<file path="config.mk">
export PLATFORM = sky130hd
export DESIGN_NAME = serial_byte_loader_flat
export DESIGN_NICKNAME = d
export VERILOG_FILES = /design/src/rtl/serial_byte_loader_pkg.sv /design/src/rtl/serial_byte_loader_if.sv /design/src/rtl/serial_byte_loader_shift.sv /design/src/rtl/serial_byte_loader.sv /design/src/flat_wrapper.sv
export SDC_FILE = /design/constraint.sdc
export NUM_CORES = 1
export LEC_CHECK = 0
export ABC_CLOCK_PERIOD_IN_PS = 1900
export CORE_AREA = 2 2 67 69
export DETAILED_ROUTE_END_ITERATION = 8
export DIE_AREA = 0 0 69 71
export PLACE_DENSITY = 0.61
export RECOVER_POWER = 100
export SYNTH_ARGS = -nofsm -noshare
export SYNTH_HDL_FRONTEND = slang
export SYNTH_HIERARCHICAL = 1
export SYNTH_SLANG_ARGS = --single-unit
</file>
<file path="constraint.sdc">
create_clock -name clk -period 1.9 [get_ports clk]
set_input_delay 0.38 -clock clk [delete_from_list [all_inputs] [get_ports clk]]
set_output_delay 0.38 -clock clk [all_outputs]
set_load 0.005 [all_outputs]
</file>
<file path="src/rtl/serial_byte_loader_pkg.sv">
`default_nettype none
// ============================================================================
// Module      : serial_byte_loader_pkg
// Description : Shared types and helpers for the serial byte loader and the
//               8-bit storage register stage it feeds.
// Revision    : 1.0 - initial release
// ============================================================================
package serial_byte_loader_pkg;

    // Default frame width; the register stage is built with the same value.
    localparam int C_DATA_W = 8;

    // Loader control states.
    typedef enum logic [1:0] {
        ST_IDLE   = 2'd0,
        ST_SHIFT  = 2'd1,
        ST_PARITY = 2'd2,
        ST_WRITE  = 2'd3
    } state_t;

    // Even-parity bit for up to 32 data bits (unused upper bits must be zero).
    function automatic logic f_even_parity(input logic [31:0] i_data);
        return ^i_data;
    endfunction

endpackage
`default_nettype wire

</file>
<file path="src/rtl/serial_byte_loader_if.sv">
`default_nettype none
// ============================================================================
// Module      : serial_byte_loader_if
// Description : Serial input and register-write output bundle of the loader.
//               master = stimulus / upstream side, slave = the loader itself.
// Revision    : 1.0 - initial release
// ============================================================================
interface serial_byte_loader_if #(
    parameter int DATA_W = 8
) ();

    logic              frame_start;
    logic              bit_valid;
    logic              bit_in;
    logic              wr;
    logic [DATA_W-1:0] wdata;
    logic              busy;
    logic              parity_err;
    logic [7:0]        byte_count;

    modport master (
        output frame_start,
        output bit_valid,
        output bit_in,
        input  wr,
        input  wdata,
        input  busy,
        input  parity_err,
        input  byte_count
    );

    modport slave (
        input  frame_start,
        input  bit_valid,
        input  bit_in,
        output wr,
        output wdata,
        output busy,
        output parity_err,
        output byte_count
    );

endinterface
`default_nettype wire

</file>
<file path="src/rtl/serial_byte_loader_shift.sv">
`default_nettype none
// ============================================================================
// Module      : serial_shift_unit
// Description : Shift register and bit counter for one serial frame.
//               o_done flags that the current shift is the last data bit;
//               o_data_next is the register value after the current shift.
// Revision    : 1.0 - initial release
// ============================================================================
module serial_shift_unit #(
    parameter int DATA_W    = 8,
    parameter int MSB_FIRST = 1
) (
    input  wire logic              clk,
    input  wire logic              rst,
    input  wire logic              i_clear,
    input  wire logic              i_shift_en,
    input  wire logic              i_bit,
    output logic [DATA_W-1:0]      o_data,
    output logic [DATA_W-1:0]      o_data_next,
    output logic                   o_done
);

    localparam int C_CNT_W = $clog2(DATA_W + 1);

    logic [DATA_W-1:0]  r_data;
    logic [C_CNT_W-1:0] r_count;
    logic [DATA_W-1:0]  w_shifted;
    logic               w_last;

    // Shift direction: first bit ends up in the MSB or in the LSB.
    generate
        if (MSB_FIRST != 0) begin : g_msb_first
            assign w_shifted = {r_data[DATA_W-2:0], i_bit};
        end else begin : g_lsb_first
            assign w_shifted = {i_bit, r_data[DATA_W-1:1]};
        end
    endgenerate

    assign w_last = (r_count == C_CNT_W'(DATA_W - 1));

    // Clear discards partial bits; the counter wraps to zero after the last bit.
    always_ff @(posedge clk) begin
        if (rst || i_clear) begin
            r_data  <= '0;
            r_count <= '0;
        end else if (i_shift_en) begin
            r_data  <= w_shifted;
            r_count <= w_last ? '0 : r_count + 1'b1;
        end
    end

    assign o_data      = r_data;
    assign o_data_next = w_shifted;
    assign o_done      = i_shift_en && w_last;

endmodule
`default_nettype wire

</file>
<file path="src/rtl/serial_byte_loader.sv">
`default_nettype none
// ============================================================================
// Module      : serial_byte_loader
// Description : Assembles a serial frame (optionally even-parity protected)
//               into a byte and issues one single-cycle write strobe per
//               good frame. Counts accepted bytes modulo 256.
// Revision    : 1.0 - initial release
// ============================================================================
module serial_byte_loader
    import serial_byte_loader_pkg::*;
#(
    parameter int DATA_W    = C_DATA_W,
    parameter int PARITY_EN = 1,
    parameter int MSB_FIRST = 1
) (
    input  wire logic           clk,
    input  wire logic           rst,
    serial_byte_loader_if.slave bus
);

    state_t            r_state;
    logic              r_wr;
    logic [DATA_W-1:0] r_wdata;
    logic              r_busy;
    logic              r_parity_err;
    logic [7:0]        r_byte_count;

    logic [DATA_W-1:0] w_data;
    logic [DATA_W-1:0] w_data_next;
    logic              w_done;
    logic              w_shift_en;
    logic              w_parity_ok;

    // frame_start has priority: a bit presented with it is never sampled.
    assign w_shift_en  = (r_state == ST_SHIFT) && bus.bit_valid && !bus.frame_start;
    assign w_parity_ok = (bus.bit_in == f_even_parity(32'(w_data)));

    serial_shift_unit #(
        .DATA_W    (DATA_W),
        .MSB_FIRST (MSB_FIRST)
    ) u_shift (
        .clk         (clk),
        .rst         (rst),
        .i_clear     (bus.frame_start),
        .i_shift_en  (w_shift_en),
        .i_bit       (bus.bit_in),
        .o_data      (w_data),
        .o_data_next (w_data_next),
        .o_done      (w_done)
    );

    // Frame FSM with registered strobe, data, status and byte counter.
    always_ff @(posedge clk) begin
        if (rst) begin
            r_state      <= ST_IDLE;
            r_wr         <= 1'b0;
            r_wdata      <= '0;
            r_busy       <= 1'b0;
            r_parity_err <= 1'b0;
            r_byte_count <= 8'd0;
        end else begin
            r_wr         <= 1'b0;
            r_parity_err <= 1'b0;
            case (r_state)
                ST_IDLE: begin
                    if (bus.frame_start) begin
                        r_state <= ST_SHIFT;
                        r_busy  <= 1'b1;
                    end
                end
                ST_SHIFT: begin
                    // A frame_start here just restarts the count (done in the shift unit).
                    if (!bus.frame_start && w_done) begin
                        if (PARITY_EN != 0) begin
                            r_state <= ST_PARITY;
                        end else begin
                            // Last bit is still in flight, so capture the post-shift value.
                            r_state <= ST_WRITE;
                            r_wr    <= 1'b1;
                            r_wdata <= w_data_next;
                        end
                    end
                end
                ST_PARITY: begin
                    if (bus.frame_start) begin
                        r_state <= ST_SHIFT;
                    end else if (bus.bit_valid) begin
                        if (w_parity_ok) begin
                            r_state <= ST_WRITE;
                            r_wr    <= 1'b1;
                            r_wdata <= w_data;
                        end else begin
                            r_state      <= ST_IDLE;
                            r_busy       <= 1'b0;
                            r_parity_err <= 1'b1;
                        end
                    end
                end
                ST_WRITE: begin
                    r_byte_count <= r_byte_count + 8'd1;
                    if (bus.frame_start) begin
                        r_state <= ST_SHIFT;
                    end else begin
                        r_state <= ST_IDLE;
                        r_busy  <= 1'b0;
                    end
                end
                default: begin
                    r_state <= ST_IDLE;
                    r_busy  <= 1'b0;
                end
            endcase
        end
    end

    assign bus.wr         = r_wr;
    assign bus.wdata      = r_wdata;
    assign bus.busy       = r_busy;
    assign bus.parity_err = r_parity_err;
    assign bus.byte_count = r_byte_count;

endmodule
`default_nettype wire

</file>
<file path="src/flat_wrapper.sv">
// flat-port wrapper written by rule: the top's interface ports become plain ports
module serial_byte_loader_flat import serial_byte_loader_pkg::*;
#(
    parameter int DATA_W    = C_DATA_W,
    parameter int PARITY_EN = 1,
    parameter int MSB_FIRST = 1
)
  (clk, rst, bus_frame_start, bus_bit_valid, bus_bit_in, bus_wr, bus_wdata, bus_busy, bus_parity_err, bus_byte_count);
  serial_byte_loader_if #(.DATA_W(DATA_W)) bus_i ();
  input  wire logic clk;
  input  wire logic rst;
  input wire logic [$bits(bus_i.frame_start)-1:0] bus_frame_start;
  input wire logic [$bits(bus_i.bit_valid)-1:0] bus_bit_valid;
  input wire logic [$bits(bus_i.bit_in)-1:0] bus_bit_in;
  output wire logic [$bits(bus_i.wr)-1:0] bus_wr;
  output wire logic [$bits(bus_i.wdata)-1:0] bus_wdata;
  output wire logic [$bits(bus_i.busy)-1:0] bus_busy;
  output wire logic [$bits(bus_i.parity_err)-1:0] bus_parity_err;
  output wire logic [$bits(bus_i.byte_count)-1:0] bus_byte_count;
  assign bus_i.frame_start = bus_frame_start;
  assign bus_i.bit_valid = bus_bit_valid;
  assign bus_i.bit_in = bus_bit_in;
  assign bus_wr = bus_i.wr;
  assign bus_wdata = bus_i.wdata;
  assign bus_busy = bus_i.busy;
  assign bus_parity_err = bus_i.parity_err;
  assign bus_byte_count = bus_i.byte_count;
  serial_byte_loader #(.DATA_W(DATA_W), .PARITY_EN(PARITY_EN), .MSB_FIRST(MSB_FIRST)) u_core (.clk(clk), .rst(rst), .bus(bus_i));
endmodule
</file>
# After elaboration in Yosys (flattened, before gate mapping)
# Cells that the tools add are included.
# op_classes
addsub,2
eq_ne,12
mux,16
bitwise_logic,3
reduce_logical,13
# ops
cell,n
32-bit XOR reduction,1
2-bit inequality test (second input constant),6
2-bit two-way mux,5
8-bit by 1-bit adder with 8-bit output (second input constant),1
1-bit two-way mux,8
2-bit one-hot mux with 4 select lines,1
6-bit AND reduction,1
4-bit by 1-bit adder with 4-bit output (second input constant),1
2-bit equality test (second input constant),2
4-bit by 3-bit equality test with 1-bit output (second input constant),1
1-bit logical AND,4
4-bit two-way mux,1
4-bit AND reduction,1
4-bit OR reduction,1
3-bit inequality test (second input constant),1
1-bit NOT,3
1-bit one-hot mux with 3 select lines,1
3-bit AND reduction,1
3-bit nonzero test,1
2-bit by 1-bit equality test with 1-bit output (second input constant),1
2-bit logical NOT,1
1-bit equality test,1
1-bit logical NOT,1
1-bit logical OR,1
# totals
register_bits,33
input_bits,5
word_cells,54

# Logic depth before layout (Yosys ltp)
# depth
ltp_word,7
mapped_depth,10

# Hierarchy
# The synthesis kept the hierarchy.
# by_module_without_submodules
mod,n_inst,cells_each,area_each_um2,seq_area_each_um2
serial_byte_loader,1,104,1019.7,420.4
serial_shift_unit,1,53,579.3,240.2

# Least setup slack after synthesis
# OpenSTA, ideal clock, no wires.
# synth_path
path_kind,reg2reg
start,register u_core.r_state[1]
end,register u_core.r_state[0]
setup_ns,0.140
arrival_ns,1.726
required_ns,1.760
slack_ns,0.035
stages_incl_launch_ff,11
n_path_buf,1
cell_sequence,dfxtp_1 -> inv_1 -> ha_1 -> nor3b_1 -> buf_6 -> and4b_4 -> inv_1 -> o21ai_0 -> o21ai_0 -> a211oi_1 -> a221oi_1
# synth_between
elab_chain_len,7
word_cells_on_any_way,13
classes_between,eq/ne (6); mux (1); reduce/logical (6)
# synth_lines
item,line,text
start: declaration,serial_byte_loader.sv:21,state_t r_state;
start signal: assignment,serial_byte_loader.sv:55,r_state <= ST_IDLE;
start signal: assignment,serial_byte_loader.sv:67,r_state <= ST_SHIFT;
start signal: assignment,serial_byte_loader.sv:75,r_state <= ST_PARITY;
2-bit by 1-bit equality test with 1-bit output,serial_byte_loader.sv:35,assign w_shift_en = (r_state == ST_SHIFT) && bus.bit_valid && !bus.frame_start;
1-bit logical AND (2 in series),serial_byte_loader.sv:35,
named net u_core.w_shift_en,serial_byte_loader.sv:31,logic w_shift_en;
1-bit logical AND,serial_byte_loader_shift.sv:54,assign o_done = i_shift_en && w_last;
named net u_core.w_done,serial_byte_loader.sv:30,logic w_done;
1-bit logical AND,serial_byte_loader.sv:73,if (!bus.frame_start && w_done) begin
2-bit inequality test (no line),-,
3-bit AND reduction (no line),-,
# The timed path passes the listed nets, and every way through them passes these cells.
# A chain may end at the register's enable or synchronous reset.

# Worst setup path after layout
# layout_path
start,input port bus_bit_valid
end,register u_core.r_state[0]
# layout_between
elab_chain_len,6
word_cells_on_any_way,7
classes_between,eq/ne (2); reduce/logical (5)
# layout_lines
item,line,text
start: declaration,flat_wrapper.sv:13,input wire logic [$bits(bus_i.bit_valid)-1:0] bus_bit_valid;
1-bit logical AND (2 in series),serial_byte_loader.sv:35,
named net u_core.w_shift_en,serial_byte_loader.sv:31,
1-bit logical AND,serial_byte_loader_shift.sv:54,
named net u_core.w_done,serial_byte_loader.sv:30,
1-bit logical AND,serial_byte_loader.sv:73,
2-bit inequality test (no line),-,
3-bit AND reduction (no line),-,
end signal: assignment,serial_byte_loader.sv:75,
end signal: assignment,serial_byte_loader.sv:78,r_state <= ST_WRITE;
end signal: assignment,serial_byte_loader.sv:86,r_state <= ST_SHIFT;
# The timed path passes the listed nets, and every way through them passes these cells.

==> impl_metrics.toml <==
[run_status]
outcome = "finished clean"

[critical_path]
critPathMostFrequentCell = "inv_1"
cp.arrival_ns = 2.01
endpoint_kind = "flip-flop"
setup.worst_path.start_class = "input port"
crit_chain = "clkdlybuf4s50_1 > inv_1 > nor3b_2 > and4b_4 > inv_1 > o21ai_1 > o21ai_2 > a221oi_1"
critPathMaxStageDelay_ns = 0.48
crit_slowest_cell = "clkdlybuf4s50_1"
path_max_fanout = 3
required_ns = 2.08
crit_type = "in2reg"

[floorplan]
start_util_pct = 36.6
die_x_microns = 69
core_area_sq_um = 4200
die_area_sq_um = 4900
ios = 24
row_count = 24
die-height_microns = 71

[power_and_ir_drop]
internal-power_mw = 1.18
finalPower_mw = 1.71
p_seq_share_pct = 44.4
leakage_nw = 0.864
clkPwrFrac_pct = 30.3
power_density_nw_per_um2 = 854
swShare_pct = 31.0
irDropWorstVdd_mv = 0.367
p_sw_mw = 0.528
p_comb_share_pct = 25.3

[sta]
rsz0062_at_grt = "false"
finClkSkew_ns = 0.00579
fmax_mhz = 549
timing.final.ws_setup_ns = 0.0796
final.min_clock_period_ns = 1.82
worst_slew_pin_slew_ns = 0.403
finalMaxSlewViolations = 0
setup_viol = 0
setup_tns_ns = 0
relSlewSlack_pct = 73.1
hold_ws_ns = 0.491
finalCritPeriodShare_pct = 95.8
hold_viol_final = 0

[clock_tree]
hold_buffers = 0
cts_inserted_buffers = 5
insertion_delay_ns = 0.28
clk_pin_slew_worst_paths_ns = 0.07
cts_sinks = 33
cts_root_buffer = "clkbuf_8"
cts_tree = "done"
cts_max_path_buffers = 2
h-tree-depth = 2

[min_path]
worst_hold_path_type = "reg2reg"

[global_route]
grt_first_pass_wirelength_mm = 5.40
antenna_found_initial = 0
gr-total-overflow = 0
track_usage_pct = 13.6
grt_max_degree = 14
grt_pass1_vias = 1178

[place]
numPortBuffers = 23
routabilityCongestion = 0.719
pre_cts_ws_ns = -0.319
dp_hpwl_mm = 2.25
place_inst = 232
postPlaceCellArea_sq_um = 1910

[synth]
syn_area_sq_um = 1540
postSynthCellCount = 149
yosysWarnings = 6
synth_fp_nets = 161
synth.avg_cell_area_sq_um = 10.3

[finish]
post-route-util_pct = 47.5
drive_gt1_share_pct = 16.5
synthToLayoutAreaGrowth_pct = 29.8
num_antenna_cells = 0
final_nets = 199
n_fill_cell = 398
design_area_sq_um = 2000
final_cell_count_no_fill = 240

[drt]
first_pass_iters = 6
drc = 0
drtAntennaViolNets = 0
wl_mm = 3.16
wl_per_cell_microns = 13.2
drt-initial-drc-count = 68
via_per_inst = 5.06
dr_total_vias = 1215

[flow_run]
drv_cap = 0
placed cells by master (no fill, tap or decap), drive strengths merged, types with 3 or more instances in the layout:
master / count
xor2: 6
nor2: 27
dlygate4sd3: 19
ha: 7
a21oi: 6
clkdlybuf4s50: 4
dfxtp: 33
nand2: 3
inv: 4
buf: 12
mux2i: 20
o21ai: 5
xnor2: 4
nand4: 4
clkbuf: 7
routing by layer:
metal	global-route usage [%]	vias to the layer above	wire length [microns]
li1	-	594	-
met1	16.1	591	1390
met3	3.13	6	115
met2	23.4	24	1610
met5	0	-	0
met4	6.54	0	52
worst max-delay path: cells and delay by family:
kind / cells / cell delay (ns)
compound gates: 3 / 0.60
buf+inv: 3 / 0.58
simple gates: 2 / 0.44
power groups by stage:
stage          Sequential (mW)  Combinational, mW  Clock [mW]
2_1_floorplan            0.770              0.273           0
3_3_place_gp             0.770              0.384           0
3_5_place_dp             0.772              0.403           0
4_1_cts                  0.757              0.414       0.537
5_1_grt                  0.760              0.475       0.569
6_report                 0.758              0.432       0.516
final timing paths:
check | slack [ns] | cells past startpoint | start | end
max reg2reg | 0.14 | 5 | u_core/u_shift/o_data[7] | u_core/r_state[0]
min | 0.49 | 2 | u_core/bus.byte_count[7] | u_core/bus.byte_count[7]
max | 0.08 | 8 | bus_bit_valid | u_core/r_state[0]
min reg2reg | 0.49 | 2 | u_core/bus.byte_count[7] | u_core/bus.byte_count[7]
registers in the layout, summed over array words and instances (netlist names):
register,cells
u_core/bus.wdata,8
u_core/bus.busy,1
u_core/bus.wr,1
u_core/u_shift/o_data,8
u_core/bus.parity_err,1
u_core/r_state,2
u_core/u_shift/r_count,4
u_core/bus.byte_count,8
area by class of cell:
| type | instances | area [sq um] | area share, % |
|---|---|---|---|
| well taps | 52 | 65.1 | 3.26 |
| multi-input cells | 106 | 830 | 41.5 |
| repair buffers | 37 | 340 | 17.0 |
| flip-flops and latches | 33 | 661 | 33.1 |
| inverters | 4 | 15.0 | 0.752 |
| clock inverters | 3 | 17.5 | 0.877 |
| clock buffers | 5 | 68.8 | 3.45 |
what timing repair did:
| action | CTS | global route |
|---|---|---|
| resized for setup | 2 | 3 |
| pin swaps | 0 | 1 |
| buffers inserted | 0 | 0 |
| setup endpoints to repair | 1 | 10 |
No activity file was read; power rests on OpenSTA's default activity.
